**config.mk**
```make
export PLATFORM = sky130hd
export DESIGN_NAME = seq_addsub_unit_flat
export DESIGN_NICKNAME = d
export VERILOG_FILES = /design/src/rtl/seq_addsub_unit_pkg.sv /design/src/rtl/seq_addsub_unit_if.sv /design/src/rtl/seq_addsub_unit_slice_adder.sv /design/src/rtl/seq_addsub_unit.sv /design/src/flat_wrapper.sv
export SDC_FILE = /design/constraint.sdc
export NUM_CORES = 1
export LEC_CHECK = 0
export BUFFER_PORTS_ARGS = -buffer_cell sky130_fd_sc_hd__buf_4
export CORE_MARGIN = 10
export CORE_UTILIZATION = 59
export CTS_CLUSTER_SIZE = 14
export DETAILED_ROUTE_END_ITERATION = 10
export MAX_ROUTING_LAYER = met4
export PLACE_DENSITY = 0.89
export SLEW_MARGIN = 20
export SYNTH_ARGS = -nofsm -noshare
export SYNTH_HDL_FRONTEND = slang
export SYNTH_HIERARCHICAL = 1
export SYNTH_SLANG_ARGS = --single-unit
```
**constraint.sdc**
```tcl
create_clock -name clock -period 13.8 [get_ports clock]
set_input_delay 1.38 -clock clock [delete_from_list [all_inputs] [get_ports clock]]
set_output_delay 1.38 -clock clock [all_outputs]
set_load 0.005 [all_outputs]
```
**src/rtl/seq_addsub_unit_pkg.sv**
```systemverilog
// Shared types and helpers for the sequential add/subtract unit.
// Pure declarations; no timing or flow-control behaviour of its own.
package addsub_pkg;

   typedef enum logic [1:0] {
      IDLE = 2'd0,
      RUN  = 2'd1,
      EXT  = 2'd2,
      DONE = 2'd3
   } state_t;

   localparam logic OP_ADD = 1'b0;
   localparam logic OP_SUB = 1'b1;

   function automatic int num_slices(input int width, input int slice);
      return width / slice;
   endfunction

endpackage

```
**src/rtl/seq_addsub_unit_if.sv**
```systemverilog
// Control-unit facing bundle of the add/subtract unit: request, operands, status and results.
// master drives request/operands; slave returns busy/done plus result and flags.
interface seq_addsub_unit_if #(
   parameter int WIDTH = 32
);
   logic                 start;
   logic                 op_sub;
   logic                 signed_op;
   logic [WIDTH-1:0]     a;
   logic [WIDTH-1:0]     b;
   logic                 busy;
   logic                 done;
   logic [2*WIDTH-1:0]   result;
   logic                 carry;
   logic                 overflow;
   logic                 zero;
   logic                 negative;

   modport master (
      output start, op_sub, signed_op, a, b,
      input  busy, done, result, carry, overflow, zero, negative
   );

   modport slave (
      input  start, op_sub, signed_op, a, b,
      output busy, done, result, carry, overflow, zero, negative
   );
endinterface

```
**src/rtl/seq_addsub_unit_slice_adder.sv**
```systemverilog
// Combinational SLICE-bit ripple adder, zero latency, no flow control.
// Also exposes the carry into the MSB so the caller can form signed overflow.
module slice_adder #(
   parameter int SLICE = 8
) (
   input  logic [SLICE-1:0] a,
   input  logic [SLICE-1:0] b,
   input  logic             cin,
   output logic [SLICE-1:0] sum,
   output logic             cout,
   output logic             cin_msb
);

   always_comb begin
      logic [SLICE:0] c;
      c       = '0;
      c[0]    = cin;
      sum     = '0;
      for (int i = 0; i < SLICE; i++) begin
         sum[i]   = a[i] ^ b[i] ^ c[i];
         c[i+1]   = (a[i] & b[i]) | (c[i] & (a[i] ^ b[i]));
      end
      cout    = c[SLICE];
      cin_msb = c[SLICE-1];
   end

endmodule

```
**src/rtl/seq_addsub_unit.sv**
```systemverilog
// Multi-cycle add/subtract, one SLICE per clock; done pulses N+1 cycles after an accepted start.
// Start is only sampled in IDLE/DONE (ignored while busy); one op per N+2 cycles back-to-back.
module seq_addsub_unit
   import addsub_pkg::*;
#(
   parameter int WIDTH = 32,
   parameter int SLICE = 8
) (
   input  logic             clock,
   input  logic             reset_n,
   seq_addsub_unit_if.slave bus
);

   localparam int N     = num_slices(WIDTH, SLICE);
   localparam int IDX_W = (N > 1) ? $clog2(N) : 1;

   if (WIDTH % SLICE != 0) begin : g_width_check
      $error("seq_addsub_unit: WIDTH must be a multiple of SLICE");
   end

   state_t             state;
   state_t             state_nxt;
   logic               accept;
   logic               last_slice;

   logic [IDX_W-1:0]   slice_idx;
   logic [WIDTH-1:0]   a_reg;
   logic [WIDTH-1:0]   bp_reg;
   logic               b_msb;
   logic [WIDTH-1:0]   lo_reg;
   logic               op_sub_reg;
   logic               signed_reg;
   logic               carry_reg;
   logic               ovf_run;

   logic [2*WIDTH-1:0] result_q;
   logic               carry_q;
   logic               ovf_q;
   logic               zero_q;
   logic               neg_q;

   logic [SLICE-1:0]   sl_a;
   logic [SLICE-1:0]   sl_b;
   logic [SLICE-1:0]   sl_sum;
   logic               sl_cout;
   logic               sl_cin_msb;

   logic [WIDTH-1:0]   hi_a;
   logic [WIDTH-1:0]   hi_b;
   logic [WIDTH-1:0]   hi_sum;

   assign last_slice = (slice_idx == IDX_W'(N - 1));

   always_ff @(posedge clock) begin
      if (!reset_n) state <= IDLE;
      else          state <= state_nxt;
   end

   always_comb begin
      state_nxt = state;
      accept    = 1'b0;
      case (state)
         IDLE: begin
            if (bus.start) begin
               accept    = 1'b1;
               state_nxt = RUN;
            end
         end
         RUN:  if (last_slice) state_nxt = EXT;
         EXT:  state_nxt = DONE;
         DONE: begin
            if (bus.start) begin
               accept    = 1'b1;
               state_nxt = RUN;
            end else begin
               state_nxt = IDLE;
            end
         end
         default: state_nxt = IDLE;
      endcase
   end

   assign sl_a = a_reg[int'(slice_idx) * SLICE +: SLICE];
   assign sl_b = bp_reg[int'(slice_idx) * SLICE +: SLICE];

   slice_adder #(.SLICE(SLICE)) u_slice (
      .a       (sl_a),
      .b       (sl_b),
      .cin     (carry_reg),
      .sum     (sl_sum),
      .cout    (sl_cout),
      .cin_msb (sl_cin_msb)
   );

   // Upper word only ever sees all-zeros or all-ones extension, so a plain add suffices.
   assign hi_a   = signed_reg ? {WIDTH{a_reg[WIDTH-1]}} : '0;
   assign hi_b   = signed_reg ? {WIDTH{b_msb}} : '0;
   assign hi_sum = hi_a + ((op_sub_reg == OP_SUB) ? ~hi_b : hi_b) + WIDTH'(carry_reg);

   always_ff @(posedge clock) begin
      if (!reset_n) begin
         slice_idx  <= '0;
         a_reg      <= '0;
         bp_reg     <= '0;
         b_msb      <= 1'b0;
         lo_reg     <= '0;
         op_sub_reg <= OP_ADD;
         signed_reg <= 1'b0;
         carry_reg  <= 1'b0;
         ovf_run    <= 1'b0;
         result_q   <= '0;
         carry_q    <= 1'b0;
         ovf_q      <= 1'b0;
         zero_q     <= 1'b0;
         neg_q      <= 1'b0;
      end else if (accept) begin
         a_reg      <= bus.a;
         bp_reg     <= (bus.op_sub == OP_SUB) ? ~bus.b : bus.b;
         b_msb      <= bus.b[WIDTH-1];
         carry_reg  <= bus.op_sub;
         slice_idx  <= '0;
         op_sub_reg <= bus.op_sub;
         signed_reg <= bus.signed_op;
      end else if (state == RUN) begin
         lo_reg[int'(slice_idx) * SLICE +: SLICE] <= sl_sum;
         carry_reg <= sl_cout;
         slice_idx <= last_slice ? '0 : slice_idx + 1'b1;
         if (last_slice) ovf_run <= sl_cin_msb ^ sl_cout;
      end else if (state == EXT) begin
         result_q <= {hi_sum, lo_reg};
         carry_q  <= carry_reg;
         ovf_q    <= ovf_run;
         zero_q   <= (lo_reg == '0);
         neg_q    <= hi_sum[WIDTH-1];
      end
   end

   assign bus.busy     = (state == RUN) || (state == EXT);
   assign bus.done     = (state == DONE);
   assign bus.result   = result_q;
   assign bus.carry    = carry_q;
   assign bus.overflow = ovf_q;
   assign bus.zero     = zero_q;
   assign bus.negative = neg_q;

endmodule

```
**src/flat_wrapper.sv**
```systemverilog
// flat-port wrapper written by rule: the top's interface ports become plain ports
module seq_addsub_unit_flat import addsub_pkg::*;
#(
   parameter int WIDTH = 32,
   parameter int SLICE = 8
)
  (clock, reset_n, bus_start, bus_op_sub, bus_signed_op, bus_a, bus_b, bus_busy, bus_done, bus_result, bus_carry, bus_overflow, bus_zero, bus_negative);
  seq_addsub_unit_if #(.WIDTH(WIDTH)) bus_i ();
  input  logic clock;
  input  logic reset_n;
  input wire logic [$bits(bus_i.start)-1:0] bus_start;
  input wire logic [$bits(bus_i.op_sub)-1:0] bus_op_sub;
  input wire logic [$bits(bus_i.signed_op)-1:0] bus_signed_op;
  input wire logic [$bits(bus_i.a)-1:0] bus_a;
  input wire logic [$bits(bus_i.b)-1:0] bus_b;
  output wire logic [$bits(bus_i.busy)-1:0] bus_busy;
  output wire logic [$bits(bus_i.done)-1:0] bus_done;
  output wire logic [$bits(bus_i.result)-1:0] bus_result;
  output wire logic [$bits(bus_i.carry)-1:0] bus_carry;
  output wire logic [$bits(bus_i.overflow)-1:0] bus_overflow;
  output wire logic [$bits(bus_i.zero)-1:0] bus_zero;
  output wire logic [$bits(bus_i.negative)-1:0] bus_negative;
  assign bus_i.start = bus_start;
  assign bus_i.op_sub = bus_op_sub;
  assign bus_i.signed_op = bus_signed_op;
  assign bus_i.a = bus_a;
  assign bus_i.b = bus_b;
  assign bus_busy = bus_i.busy;
  assign bus_done = bus_i.done;
  assign bus_result = bus_i.result;
  assign bus_carry = bus_i.carry;
  assign bus_overflow = bus_i.overflow;
  assign bus_zero = bus_i.zero;
  assign bus_negative = bus_i.negative;
  seq_addsub_unit #(.WIDTH(WIDTH), .SLICE(SLICE)) u_core (.clock(clock), .reset_n(reset_n), .bus(bus_i));
endmodule
```
* Word level (Yosys, flattened, before mapping) *
Index checks and enable logic that the tools add are counted.

cells by class
  reductions and logical operators = 10
  $mul = 0
  shift operators = 4
  bitwise logic cells = 46
  $lt $le $gt $ge = 0
  div/mod/pow operators = 0
  $add $sub $neg = 4
  multiplexer cells = 14
  eq/ne operators = 6

operators with widths
  operator                                                number
  two-way mux 32 bit                                      4
  inverter 32 bit                                         2
  indexed part select 32 x 6 -> 8 bit                     2
  negator 5 -> 33 bit                                     1
  variable shift 8 x 33 -> 32 bit (first input constant)  1
  indexed part select 8 x 33 -> 32 bit                    1
  adder 32 x 1 -> 32 bit                                  1
  adder 32 bit                                            1
  bitwise mux 32 bit                                      1
  zero test 32 bit                                        1
  XOR 1 bit                                               17
  AND 1 bit                                               16
  OR 1 bit                                                8
  case mux 2 bit (4 select lines)                         1
  == test 2 bit (second input constant)                   3
  two-way mux 2 bit                                       3
  AND reduction 3 bit                                     2
  two-way mux 1 bit                                       5
  AND reduction 2 bit                                     2
  OR reduction 2 bit                                      2
  inverter 1 bit                                          3
  adder 2 x 1 -> 2 bit (second input constant)            1
  == test 2 x 1 -> 1 bit (second input constant)          1
  zero test 2 bit                                         1
  other kinds (4)                                         4

storage, ports and cells
  bits in read-only memories = 0
  RAM bits = 0
  input bits = 69
  flip-flop bits (word level) = 173
  memories kept = 0
  bits in latches = 0

* Depth between registers and ports, before layout *
  word-level depth = 20
  mapped depth = 18
  mapped depth without buffers = 16

* By module *
Netlist, hierarchy kept.

modules (own cells, without submodules)
  module           area an instance (um2)  cells an instance  times used
  seq_addsub_unit  6,651.4                 656                1
  slice_adder      197.7                   18                 1

* Worst setup path after synthesis *
Ideal clock, no wire load.

  path type = flip-flop to flip-flop
  start = register u_core.slice_idx[0]
  end = register u_core.carry_reg
  arrival time = 4.416 ns
  clock period less this slack = 4.531 ns
  stages on the path, launching flop included = 18
  buffers on the path = 1
  setup time = 0.115 ns
  setup slack = 9.269 ns
  data required time = 13.685 ns
  path through = dfxtp_1 > buf_2 > mux4_2 > fa_1 > inv_1 > fa_1 > inv_1 > fa_1 > fa_1 > fa_1 > fa_1 > inv_1 > fa_1 > inv_1 > fa_1 > mux2i_1 > o21ai_0 > and2_1

on the way
  cells in the longest elaborated chain, start to end = 20

ends and longest elaborated chain
  what                                   RTL line                           text
  start, declared                        seq_addsub_unit.sv:26              logic [IDX_W-1:0] slice_idx;
  start signal, assigned                 seq_addsub_unit.sv:127             slice_idx <= last_slice ? '0 : slice_idx + 1'b1;
  indexed part select 32 x 6 -> 8 bit *  seq_addsub_unit.sv:83              assign sl_a = a_reg[int'(slice_idx) * SLICE +: SLICE];
  named net u_core.sl_a[0]               seq_addsub_unit.sv:42              logic [SLICE-1:0] sl_a;
  XOR 1 bit                              seq_addsub_unit_slice_adder.sv:21  c[i+1] = (a[i] & b[i]) | (c[i] & (a[i] ^ b[i]));
  AND 1 bit                              seq_addsub_unit_slice_adder.sv:21
  OR 1 bit *                             seq_addsub_unit_slice_adder.sv:21
  AND 1 bit *                            seq_addsub_unit_slice_adder.sv:21
  OR 1 bit *                             seq_addsub_unit_slice_adder.sv:21
  AND 1 bit *                            seq_addsub_unit_slice_adder.sv:21
  [... 7 more ...]                       --
  AND 1 bit *                            seq_addsub_unit_slice_adder.sv:21
  OR 1 bit *                             seq_addsub_unit_slice_adder.sv:21
  named net u_core.sl_cin_msb            seq_addsub_unit.sv:46              logic sl_cin_msb;
  AND 1 bit *                            seq_addsub_unit_slice_adder.sv:21
  OR 1 bit *                             seq_addsub_unit_slice_adder.sv:21
  named net u_core.sl_cout               seq_addsub_unit.sv:45              logic sl_cout;
  two-way mux 1 bit *                    seq_addsub_unit.sv:124             end else if (state == RUN) begin
  two-way mux 1 bit *                    seq_addsub_unit.sv:116             end else if (accept) begin
  end signal, assigned                   seq_addsub_unit.sv:120             carry_reg <= bus.op_sub;
  end signal, assigned                   seq_addsub_unit.sv:126             carry_reg <= sl_cout;
  end, declared                          seq_addsub_unit.sv:33              logic carry_reg;

The timed path passes the listed nets; every way through them passes the cells marked *. The select of a mux whose other input is x is not followed.
A chain may end at the register's enable or synchronous reset.

* Worst setup path after layout *
Ends and elaborated chain as after synthesis.

==> impl_metrics.yaml <==
setup_path:
  critPathCaptureType: "flip-flop"
  worstPathRequired_ns: 14.10
  slowest_delay_ns: 0.58
  reg2reg_slack_ns: 8.88
  cp_slowest_cell: "mux4_2"
  worst_setup_path_start_kind: "flip-flop"
  critPathKind: "reg2reg"
  cp_cell_sequence: "buf_4 -> mux4_2 -> fa_1 -> inv_1 -> fa_1 -> inv_1 -> fa_1 -> fa_1 -> fa_1 -> fa_1 -> inv_1 -> fa_1 -> inv_1 -> fa_1 -> mux2i_1 -> o21ai_0 -> and2_1"
  reg2reg_depth: 17
  worst-endpoint-arrival_ns: 5.22
  critPathMaxFanout: 24
  path_common_cell: "fa_1"
yosys:
  synth-seq-cells: 146
  yosysUniqueCellTypes: 36
  syn_area_um2: 6849
  yosysSeqAreaShare: 0.4267
  synth_flop_cell: "dfxtp_1"
  yosysTopAreaCell: "dfxtp_1"
  synth.top_cell.area_share: 0.4267
  syn_avg_cell_area_um2: 10.16
  syn_nets: 771
  synthTopCellsByArea: "dfxtp_1 (43%), mux2i_1 (6.1%), nand2_1 (5.7%)"
  synth_edf_count: 0
  async_reset_ff_frac: 0
  synthCells: 674
  yosysWarnings: 6
placement:
  port_buffers: 138
  dp_slack_ns: 9.026
  place_inst: 888
  dp_hpwl_um: 11200
  globalplace.congestion: 0.8536
  dpl_cell_area_um2: 7714
global_route:
  grt_max_degree: 111
  grt_pass1_vias: 5443
  antenna_found_initial: 0
  grt_first_pass_wirelength_um: 27380
  grt_overflow_total: 0
  track_usage: 0.2107
clock_tree:
  cts_hold_buffers: 0
  root_buffer: "clkbuf_16"
  cts_buffer_depth: 2
  htree_levels: 4
  clk_pin_slew_ns: 0.07
  cts-resized-gates: 0
  cts_buffers: 17
  postCtsSetupBuffers: 0
  cts.sinks: 146
  clk_latency_ns: 0.42
  cts_tree: "yes"
layout:
  antenna_cells_inserted: 0
  finalNonFillerCells: 919
  nets: 861
  final_cell_mix: "dfxtp_1 (146), buf_4 (142), nand2_1 (104), mux2i_1 (42), nor2b_1 (42)"
  design_area_um2: 8367
  largest_register_ff_count: 38
  final_common_cell: "dfxtp_1"
  drive_above_1_share: 0.2590
  synthToLayoutAreaGrowth_pct: 22.16
power_and_ir_drop:
  peakVddDrop_uv: 96.86
  power.density_nw_per_um2: 184.5
  p_leak_nw: 3.618
timing:
  worst_slack_ns: 8.879
  slew_headroom: 0.3879
  max_clock_freq_mhz: 203.2
  period_minus_slack_ns: 4.921
  worstMarginPinSlew_ns: 0.9181
  finalClockSkew_ns: 0.01541
  tns_ns: 0
  hold_ws_ns: 0.4562
  rsz0062_at_grt: "no"
  hold_viol: 0
  slew_violations: 0
  finalCritPeriodShare: 0.3566
  setup_viol: 0
die:
  core-area_um2: 11370
  fp.dieW_um: 127.7
  core.rowCount: 39
  die_y_um: 127.7
  start_util: 0.6024
  die-area_um2: 16320
  num_io_pins: 139
job:
  drv_cap: 0
detailed_routing:
  vias: 5195
  drc: 0
  drtIter0Drc: 367
  routed_wl_um: 16620
  first_pass_iters: 6
  ant_nets: 0
  via_per_inst: 5.653
  wl_per_cell_um: 18.08
outcome:
  outcome: "completed"
hold_path:
  holdPathStages: 2
  hold_path.class: "reg2reg"
## cell type report
class | instances | area (um^2)
Clock buffer | 17 | 425.4
Clock inverter | 14 | 227.7
Fill cell | 723 | 3003
Inverter | 21 | 78.83
Multi-Input combinational cell | 436 | 3467
Sequential cell | 146 | 2923
Tap cell | 143 | 178.9
Timing Repair Buffer | 142 | 1066
## cell families (layout without fill, tap and decap cells)
logic type                 after synthesis  after routing  share of synthesized area
buffers and inverters                   92            194                    0.06887
AOI/OAI and AO/OA                      108            108                     0.1277
adders and majority gates               28             28                    0.06978
and+or+nand+nor                        208            208                     0.1494
xor gates and xnor gates                34             34                    0.04348
DFF                                    146            146                     0.4267
muxes                                   58             58                     0.1140
## worst paths after layout
check                                         start                to
worst max-delay path            u_core/slice_idx[0]  u_core/carry_reg
worst min-delay path               u_core/a_reg[13]  u_core/a_reg[13]
worst max register to register  u_core/slice_idx[0]  u_core/carry_reg
worst min register to register     u_core/a_reg[13]  u_core/a_reg[13]
## cell usage after synthesis, types with 2 or more instances
| master | instances |
|---|---|
| inv_1 | 19 |
| o21ai_0 | 3 |
| nand2_4 | 2 |
| nand2_1 | 104 |
| a211oi_1 | 6 |
| clkbuf_1 | 19 |
| ha_1 | 11 |
| buf_4 | 28 |
| o211a_1 | 29 |
| buf_1 | 7 |
| mux2i_1 | 42 |
| mux4_2 | 16 |
| nor4_1 | 6 |
| nor2_1 | 38 |
| inv_2 | 2 |
| xnor2_1 | 33 |
| nor4b_4 | 3 |
| and2_1 | 2 |
| nand3_1 | 2 |
| dfxtp_1 | 146 |
| fa_1 | 17 |
| buf_2 | 17 |
| nor2b_1 | 43 |
| a22oi_1 | 33 |
| a21boi_1 | 34 |
| or4_1 | 2 |
## stage by stage
step,utilization,power (W)
finish,0.7359,0.001544
global route,0.7359,0.001620
CTS,0.7359,0.001549
detailed placement,0.6784,0.001032
global placement,0.6782,0.001008
floorplan,-,0.0008997
## per-layer routing
metal	wire length, um	part of all wire	track usage	vias to the layer above
met2	8417	0.51	0.3542	211
li1	-	-	-	2445
met1	6653	0.40	0.2347	2507
met5	0	0	-	-
met4	316	0.019	0.07881	0
met3	1228	0.074	0.05666	32
## critical path, delay by kind of cell (launching register included)
family / cells / cell delay [ns]
compound gates: 1 / 0.11
fa+ha+maj: 8 / 2.77
buf+inv: 5 / 0.65
flops: 1 / 0.31
mux: 2 / 0.73
simple gates: 1 / 0.22
## power by group
group / switching, W / total (W) / internal, W
combinational: 0.000283 / 0.000488 / 0.000205
sequential: 0.0000506 / 0.000548 / 0.000498
clock: 0.000184 / 0.000508 / 0.000323
(Power assumes the default switching activity.)
